**src/rtl/dds_pkg.sv**
```systemverilog
// dds_pkg: shared constants and types for the DDS generator and its
// receive-side frequency meter.
//   K_W    : tuning word / phase accumulator width
//   DATA_W : waveform sample width (unsigned offset binary)
//   N_LOG2 : log2 of the number of periods averaged by the meter
//   MID    : mid-scale sample value for DATA_W
//   state_t: frequency meter control states
package dds_pkg;

  localparam int K_W    = 32;
  localparam int DATA_W = 10;
  localparam int N_LOG2 = 3;
  localparam int MID    = 1 << (DATA_W - 1);

  typedef enum logic [2:0] {
    IDLE,
    SYNC,
    MEAS,
    DIV,
    DONE
  } state_t;

endpackage

```
**src/rtl/dds_serial_div.sv**
```systemverilog
// dds_serial_div: unsigned restoring divider, one quotient bit per clock.
//   clk, rst_n : clock, asynchronous active-low reset
//   start      : 1-cycle pulse, latches dividend/divisor and computes the
//                first quotient bit in the same cycle (restarts if busy)
//   dividend   : DVD_W-bit dividend
//   divisor    : DVS_W-bit divisor (must be non-zero)
//   busy       : remaining quotient bits are being computed
//   done       : 1-cycle pulse, quotient valid from this cycle on
//   quotient   : DVD_W-bit quotient, held until the next start
// A division takes DVD_W clock edges: done is high DVD_W cycles after start.
module dds_serial_div #(
  parameter int DVD_W = 36,
  parameter int DVS_W = 32
) (
  input  logic             clk,
  input  logic             rst_n,
  input  logic             start,
  input  logic [DVD_W-1:0] dividend,
  input  logic [DVS_W-1:0] divisor,
  output logic             busy,
  output logic             done,
  output logic [DVD_W-1:0] quotient
);

  localparam int                  CNT_BITS = $clog2(DVD_W + 1);
  localparam logic [CNT_BITS-1:0] CNT_INIT = CNT_BITS'(DVD_W - 1);
  localparam logic [CNT_BITS-1:0] CNT_ONE  = CNT_BITS'(1);

  logic [DVS_W-1:0]    rem_q;
  logic [DVS_W-1:0]    dvs_q;
  logic [DVD_W-1:0]    dvd_q;
  logic [DVD_W-1:0]    quo_q;
  logic [CNT_BITS-1:0] cnt_q;
  logic                done_q;

  logic [DVS_W-1:0]    step_rem;
  logic [DVS_W-1:0]    step_dvs;
  logic                step_bit;
  logic [DVS_W:0]      step_res;

  // One restoring step: returns {quotient bit, new remainder}. The partial
  // remainder is always below the divisor, so the difference fits DVS_W bits.
  function automatic logic [DVS_W:0] div_step(input logic [DVS_W-1:0] rem,
                                               input logic             bit_in,
                                               input logic [DVS_W-1:0] dvs);
    logic [DVS_W:0]   trial;
    logic [DVS_W-1:0] diff;
    trial = {rem, bit_in};
    diff  = trial[DVS_W-1:0] - dvs;
    if (trial >= {1'b0, dvs}) div_step = {1'b1, diff};
    else                      div_step = {1'b0, trial[DVS_W-1:0]};
  endfunction

  // The start cycle already performs the first step on a zero remainder.
  always_comb begin
    step_rem = start ? '0 : rem_q;
    step_bit = start ? dividend[DVD_W-1] : dvd_q[DVD_W-1];
    step_dvs = start ? divisor : dvs_q;
    step_res = div_step(step_rem, step_bit, step_dvs);
  end

  always_ff @(posedge clk) begin
    if (start) begin
      dvs_q <= divisor;
      dvd_q <= {dividend[DVD_W-2:0], 1'b0};
      rem_q <= step_res[DVS_W-1:0];
      quo_q <= {{(DVD_W-1){1'b0}}, step_res[DVS_W]};
    end else if (cnt_q != '0) begin
      dvd_q <= {dvd_q[DVD_W-2:0], 1'b0};
      rem_q <= step_res[DVS_W-1:0];
      quo_q <= {quo_q[DVD_W-2:0], step_res[DVS_W]};
    end
  end

  always_ff @(posedge clk or negedge rst_n) begin
    if (!rst_n) begin
      cnt_q  <= '0;
      done_q <= 1'b0;
    end else begin
      done_q <= 1'b0;
      if (start) begin
        cnt_q <= CNT_INIT;
      end else if (cnt_q != '0) begin
        cnt_q <= cnt_q - 1'b1;
        if (cnt_q == CNT_ONE) done_q <= 1'b1;
      end
    end
  end

  assign busy     = (cnt_q != '0);
  assign done     = done_q;
  assign quotient = quo_q;

endmodule

```
**src/rtl/dds_freq_meter.sv**
```systemverilog
// dds_freq_meter: measures the frequency of a sampled periodic waveform and
// reports it as the equivalent DDS tuning word
//   K_est = 2^(K_W+N_LOG2) / (valid samples in 2^N_LOG2 periods).
//   clk, rst_n : clock, asynchronous active-low reset
//   wave_in    : DATA_W-bit unsigned offset-binary sample
//   wave_vld   : wave_in valid this cycle
//   start      : 1-cycle pulse, begins a measurement (only accepted when idle)
//   busy       : measurement in progress
//   done       : 1-cycle pulse, results below updated this cycle
//   timeout    : last measurement aborted because no rise arrived in time
//   period_sum : valid samples counted over the averaged periods
//   K_est      : estimated tuning word (0 after a timeout)
module dds_freq_meter
  import dds_pkg::*;
#(
  parameter int DATA_W  = 10,
  parameter int K_W     = 32,
  parameter int N_LOG2  = 3,
  parameter int HYST    = 16,
  parameter int CNT_W   = 32,
  parameter int TMO_CYC = 1048576
) (
  input  logic              clk,
  input  logic              rst_n,
  input  logic [DATA_W-1:0] wave_in,
  input  logic              wave_vld,
  input  logic              start,
  output logic              busy,
  output logic              done,
  output logic              timeout,
  output logic [CNT_W-1:0]  period_sum,
  output logic [K_W-1:0]    K_est
);

  localparam int                 Q_W      = K_W + N_LOG2 + 1;
  localparam int                 MID_V    = 1 << (DATA_W - 1);
  localparam logic [DATA_W-1:0]  HI_TH    = DATA_W'(MID_V + HYST);
  localparam logic [DATA_W-1:0]  LO_TH    = DATA_W'(MID_V - HYST);
  localparam logic [N_LOG2-1:0]  PER_LAST = '1;
  localparam int                 GAP_W    = $clog2(TMO_CYC + 1);
  localparam logic [GAP_W-1:0]   TMO_LAST = GAP_W'(TMO_CYC - 1);
  localparam logic [Q_W-1:0]     DIVIDEND = {1'b1, {(Q_W-1){1'b0}}};

  if ((longint'(TMO_CYC) << N_LOG2) >= (longint'(1) << CNT_W)) begin : g_sum_range
    $error("dds_freq_meter: TMO_CYC * 2**N_LOG2 must stay below 2**CNT_W");
  end

  state_t            state_q, state_d;
  logic              hi_q;
  logic              rise, fall;
  logic [CNT_W-1:0]  sum_q;
  logic [N_LOG2-1:0] per_q;
  logic [GAP_W-1:0]  gap_q;
  logic              div_start, div_busy, div_done, tmo_hit;
  logic [Q_W-1:0]    div_quo;

  function automatic logic [K_W-1:0] sat_k(input logic [Q_W-1:0] q);
    if (|q[Q_W-1:K_W]) sat_k = '1;
    else               sat_k = q[K_W-1:0];
  endfunction

  // Schmitt-trigger crossing detector; runs regardless of FSM state.
  assign rise = wave_vld && !hi_q && (wave_in >= HI_TH);
  assign fall = wave_vld &&  hi_q && (wave_in <  LO_TH);

  always_ff @(posedge clk or negedge rst_n) begin
    if (!rst_n)    hi_q <= 1'b1;
    else if (rise) hi_q <= 1'b1;
    else if (fall) hi_q <= 1'b0;
  end

  // gap_q counts cycles since the last start/rise, the clearing edge counting
  // as the first; the output register adds the final cycle of the timeout.
  always_comb begin
    state_d   = state_q;
    div_start = 1'b0;
    tmo_hit   = 1'b0;
    unique case (state_q)
      IDLE: if (start) state_d = SYNC;
      SYNC: begin
        if (rise) begin
          state_d = MEAS;
        end else if (gap_q == TMO_LAST) begin
          tmo_hit = 1'b1;
          state_d = DONE;
        end
      end
      MEAS: begin
        if (rise && per_q == PER_LAST && !div_busy) begin
          div_start = 1'b1;
          state_d   = DIV;
        end else if (!rise && gap_q == TMO_LAST) begin
          tmo_hit = 1'b1;
          state_d = DONE;
        end
      end
      DIV:  if (div_done) state_d = DONE;
      DONE: state_d = IDLE;
      default: state_d = IDLE;
    endcase
  end

  always_ff @(posedge clk or negedge rst_n) begin
    if (!rst_n) begin
      state_q <= IDLE;
      per_q   <= '0;
      gap_q   <= '0;
    end else begin
      state_q <= state_d;
      if (state_q == SYNC)              per_q <= '0;
      else if (state_q == MEAS && rise) per_q <= per_q + 1'b1;
      if ((state_q == IDLE && start) || rise)    gap_q <= GAP_W'(1);
      else if (state_q == SYNC || state_q == MEAS) gap_q <= gap_q + 1'b1;
    end
  end

  // Sample counter: the N-th rise sample itself is counted, the sync rise is not.
  always_ff @(posedge clk) begin
    if (state_q == SYNC)                  sum_q <= '0;
    else if (state_q == MEAS && wave_vld) sum_q <= sum_q + 1'b1;
  end

  // Divisor includes the final rise sample, whose count lands in sum_q
  // on the same edge the divider starts.
  dds_serial_div #(
    .DVD_W (Q_W),
    .DVS_W (CNT_W)
  ) u_div (
    .clk      (clk),
    .rst_n    (rst_n),
    .start    (div_start),
    .dividend (DIVIDEND),
    .divisor  (sum_q + 1'b1),
    .busy     (div_busy),
    .done     (div_done),
    .quotient (div_quo)
  );

  always_ff @(posedge clk or negedge rst_n) begin
    if (!rst_n) begin
      busy       <= 1'b0;
      done       <= 1'b0;
      timeout    <= 1'b0;
      period_sum <= '0;
      K_est      <= '0;
    end else begin
      busy <= (state_d == SYNC) || (state_d == MEAS) || (state_d == DIV);
      done <= (state_d == DONE) && (state_q != DONE);
      if (state_d == DONE && state_q != DONE) begin
        timeout    <= tmo_hit;
        period_sum <= sum_q;
        K_est      <= tmo_hit ? '0 : sat_k(div_quo);
      end
    end
  end

endmodule

```
**config.mk**
```make
export PLATFORM = sky130hd
export DESIGN_NAME = dds_freq_meter
export DESIGN_NICKNAME = d
export VERILOG_FILES = /design/src/rtl/dds_pkg.sv /design/src/rtl/dds_serial_div.sv /design/src/rtl/dds_freq_meter.sv
export SDC_FILE = /design/constraint.sdc
export NUM_CORES = 1
export LEC_CHECK = 0
export ABC_CLOCK_PERIOD_IN_PS = 10500
export CAP_MARGIN = 20
export CORE_ASPECT_RATIO = 1.2
export CORE_MARGIN = 5
export CORE_UTILIZATION = 30
export CTS_CLUSTER_SIZE = 10
export DETAILED_ROUTE_END_ITERATION = 10
export DONT_BUFFER_PORTS = 1
export GPL_TIMING_DRIVEN = 0
export MAX_ROUTING_LAYER = met4
export PLACE_DENSITY_LB_ADDON = 0.2
export SLEW_MARGIN = 10
export SYNTH_ARGS = -nofsm -noshare
export SYNTH_HDL_FRONTEND = slang
export SYNTH_SLANG_ARGS = --single-unit
```
**constraint.sdc**
```tcl
create_clock -name clk -period 10.5 [get_ports clk]
set_clock_uncertainty 0.2 [all_clocks]
set_input_delay 0.525 -clock clk [delete_from_list [all_inputs] [get_ports clk]]
set_output_delay 0.525 -clock clk [all_outputs]
set_load 0.02 [all_outputs]
```
==> run metrics <==
outcome=finished, final reports clean; crit path capture type=flip-flop; Reg2Reg Setup Slack=3.95 ns; HPWL after DPL=around 22000 um; Worst Reg-to-Reg Cells=17; dominant cell type by area after synthesis=dfrtp_1; P_int=about 2.4 mW; maximum vdd drop=~0.00014 V; initial antenna violation count=0; Layout area overhead=13.1%; dpl cells=1820; CTS-repair resized insts=0; die width=about 190 um; Finished Layout Cells=around 1.9k; nets=approximately 1.4k; Worst Hold Depth=2; count leader, synth=nand2_1; Die Height=229 um; Post-Syn Area=~12000 um2; CP top delay family=simple AND/OR/NAND/NOR gates; CTS clk-pin slew, worst paths=0.06 ns; Finished Cell Area=13600 um2; ANT nets after route=0; Worst Path Required=roughly 11 ns; Placed Area=about 13000 um2; Max transition margin=around 45%; Residual DRC=0; worst path bufs/invs=4; global-route wire length before repair=between 40000 and 50000 um; site row count=80; Gate Count Post-Synth=~1.3k; syn_area_per_cell=9.32 um2; hold wc startpoint=wave_in[9]; Post-Route WL=~30000 um; RSZ-0062 raised after global routing=no; Final Max Slew Viols=0; largest net degree at the start of global routing=about 100; Syn Nets=between 1k and 1.5k; Port Buf Inserts=0; dpl ws=~3.8 ns; CTS tree=built; routed vias=a little under 9k; Leak=around 5.8 nW; Max Freq=153 MHz; Crit path largest cell delay=about 0.73 ns; TNS Setup=0 ns; max cap viols=0; total setup violations reported at the end of the flow=0; Final Cycle Share=62.4%; EDFF count, synth=33; vias in the first global route=about 9k; Psw=between 1 and 1.5 mW; I/O pin total=a little over 80; Max FO, Critical Path=10; CP Cell Sequence=buf_2 -> nor3b_1 -> nand3_1 -> nor3_1 -> clkbuf_1 -> o21ai_0 -> ha_1 -> clkbuf_2 -> nand3_1 -> nor3_1 -> nand4_1 -> a311o_1 -> a2111o_1 -> a211oi_2 -> nor2_2 -> buf_6 -> mux2_4; Overall Global Routing Usage=~14%; Seq/Total Area, Yosys=between 40 and 50%; clock power share=23.8%; total CTS buffers=28; Overall Power=3.74 mW; kind of critical path=flip-flop to flip-flop; htree depth=1; Initial Util=a little under a third; Seq pwr share=37.1%; die area=~44000 um2; crit start category=flip-flop; core area=a little under 40000 um2; synth top area cells=dfrtp_1 (21%), dfxtp_1 (17%), edfxtp_1 (8.3%), nand2_1 (5.8%), xor2_1 (4.6%); DR pass1 iterations=4; WP data arrival=about 6.6 ns; top cells by count, synth=nand2_1 (186), nor2_1 (126), o21ai_0 (107), dfrtp_1 (101), dfxtp_1 (99); Async SR Flop Fraction=between 40% and 50%; GRT overflow=0; Pwr Density=around 280 nW/um2; drt first-iter violations=between 300 and 400; power share of the combinational group=between 30% and 40%; Bufs on Longest Clock Path=3; switching share of power=36.1%; worst skew pair latency=approximately 0.54 ns; post-synthesis cell type count=between 60 and 70; Slew @ Worst Pin=0.825 ns; reg-to-reg endpoint=u_div.rem_q[6]$_DFFE_PP_; hold_ws=between 0.03 and 0.04 ns; register bit count reported by yosys=234; Diodes inserted=0; Reg-to-Reg Start=state_q[0]$_DFF_PN0_; GPL Wtd Cong=approximately 0.8; Wirelength per Cell=approximately 16 um; clock root buffer=clkbuf_16; final worst slack=3.95 ns; Tmin final=~6.6 ns; fillcell total=~4.1k; Via density=roughly 4.7; Yosys top cell area share=approximately a fifth; worst hold path type=input port to flip-flop; CTS Sinks=~230; Final Hold Vio Count=0; layout cell share with drive strength beyond 1=between 8 and 9%; Post-synth top flop=dfrtp_1; Crit-path slowest cell=nor3_1; Finished Core Util=34.2%; yosys warns=0; Worst Hold Endpoint=hi_q$_DFFE_PN1P_
## registers in the layout, indices dropped and copies added, names as in the netlist, 3 cells and up
name            count
u_div.quotient     36
K_est              32
period_sum         32
sum_q              32
u_div.dvs_q        32
u_div.rem_q        32
gap_q              21
u_div.cnt_q         6
per_q               3
state_q             3
## worst max path at each step
stage / start / to / cells past startpoint
5_1_grt: state_q[0]$_DFF_PN0_ / u_div.rem_q[6]$_DFFE_PP_ / 17
2_1_floorplan: u_div.cnt_q[2]$_DFFE_PN0P_ / u_div.rem_q[10]$_DFFE_PP_ / 17
3_3_place_gp: sum_q[0]$_SDFFE_PP0P_ / u_div.rem_q[6]$_DFFE_PP_ / 17
3_5_place_dp: state_q[0]$_DFF_PN0_ / u_div.rem_q[6]$_DFFE_PP_ / 17
6_report: state_q[0]$_DFF_PN0_ / u_div.rem_q[6]$_DFFE_PP_ / 17
4_1_cts: state_q[0]$_DFF_PN0_ / u_div.rem_q[6]$_DFFE_PP_ / 17
## layout make-up
| cell class | count | area (um2) | share of cell area [%] |
|---|---|---|---|
| Multi-Input combinational cell | 934 | 6000 | 44.3 |
| Sequential cell | 234 | 5530 | 40.8 |
| Clock buffer | 50 | 825 | 6.08 |
| Tap cell | 533 | 667 | 4.92 |
| Buffer | 74 | 307 | 2.26 |
| Inverter | 44 | 165 | 1.22 |
| Timing Repair Buffer | 3 | 57.6 | 0.425 |
| Clock inverter | 1 | 8.76 | 0.0646 |
## per-layer routing
layer / part of all wire (%) / up-vias / track usage (%)
met5: 0 / - / -
met1: 43 / 4223 / 16.4
met2: 51 / 130 / 25.0
met3: 3.9 / 47 / 2.22
li1: - / 4487 / -
met4: 2.2 / 0 / 3.46
## cells in the final DEF (no fill, tap or decap), types with 29 or more instances in the layout
master,n
mux2_2,34
nand2_1,186
xnor2_1,39
and2_1,34
xor2_1,63
ha_1,38
dfrtp_1,101
nand3_1,31
o21ai_0,106
dfxtp_1,99
inv_1,44
edfxtp_1,33
clkbuf_1,82
nor2_1,126
clkbuf_16,29
a21oi_1,42
## power groups by stage
stage                     Sequential, mW  Clock (mW)  Combinational [mW]
after global routing                1.42       0.957                1.65
after CTS                           1.39       0.923                1.47
final                               1.39       0.889                1.46
after floorplan                     1.36           0                1.17
after detailed placement            1.41           0                1.45
after global placement              1.41           0                1.44
## what timing repair did
item,4_1_cts,5_1_grt
setup buffers,0,0
hold buffers,2,0
hold endpoints to repair,102,0
## cell families after synthesis
kind of cell               after synthesis  synth area share, %
xor gates and xnor gates               102                 7.46
buffers and inverters                  118                 3.94
AOI/OAI and AO/OA                      244                 12.4
adders and majority gates               39                 4.14
DFF                                    234                 46.1
muxes                                   73                 7.50
and+or+nand+nor                        476                 18.4
Note: power is estimated with default switching activity, not from simulation.
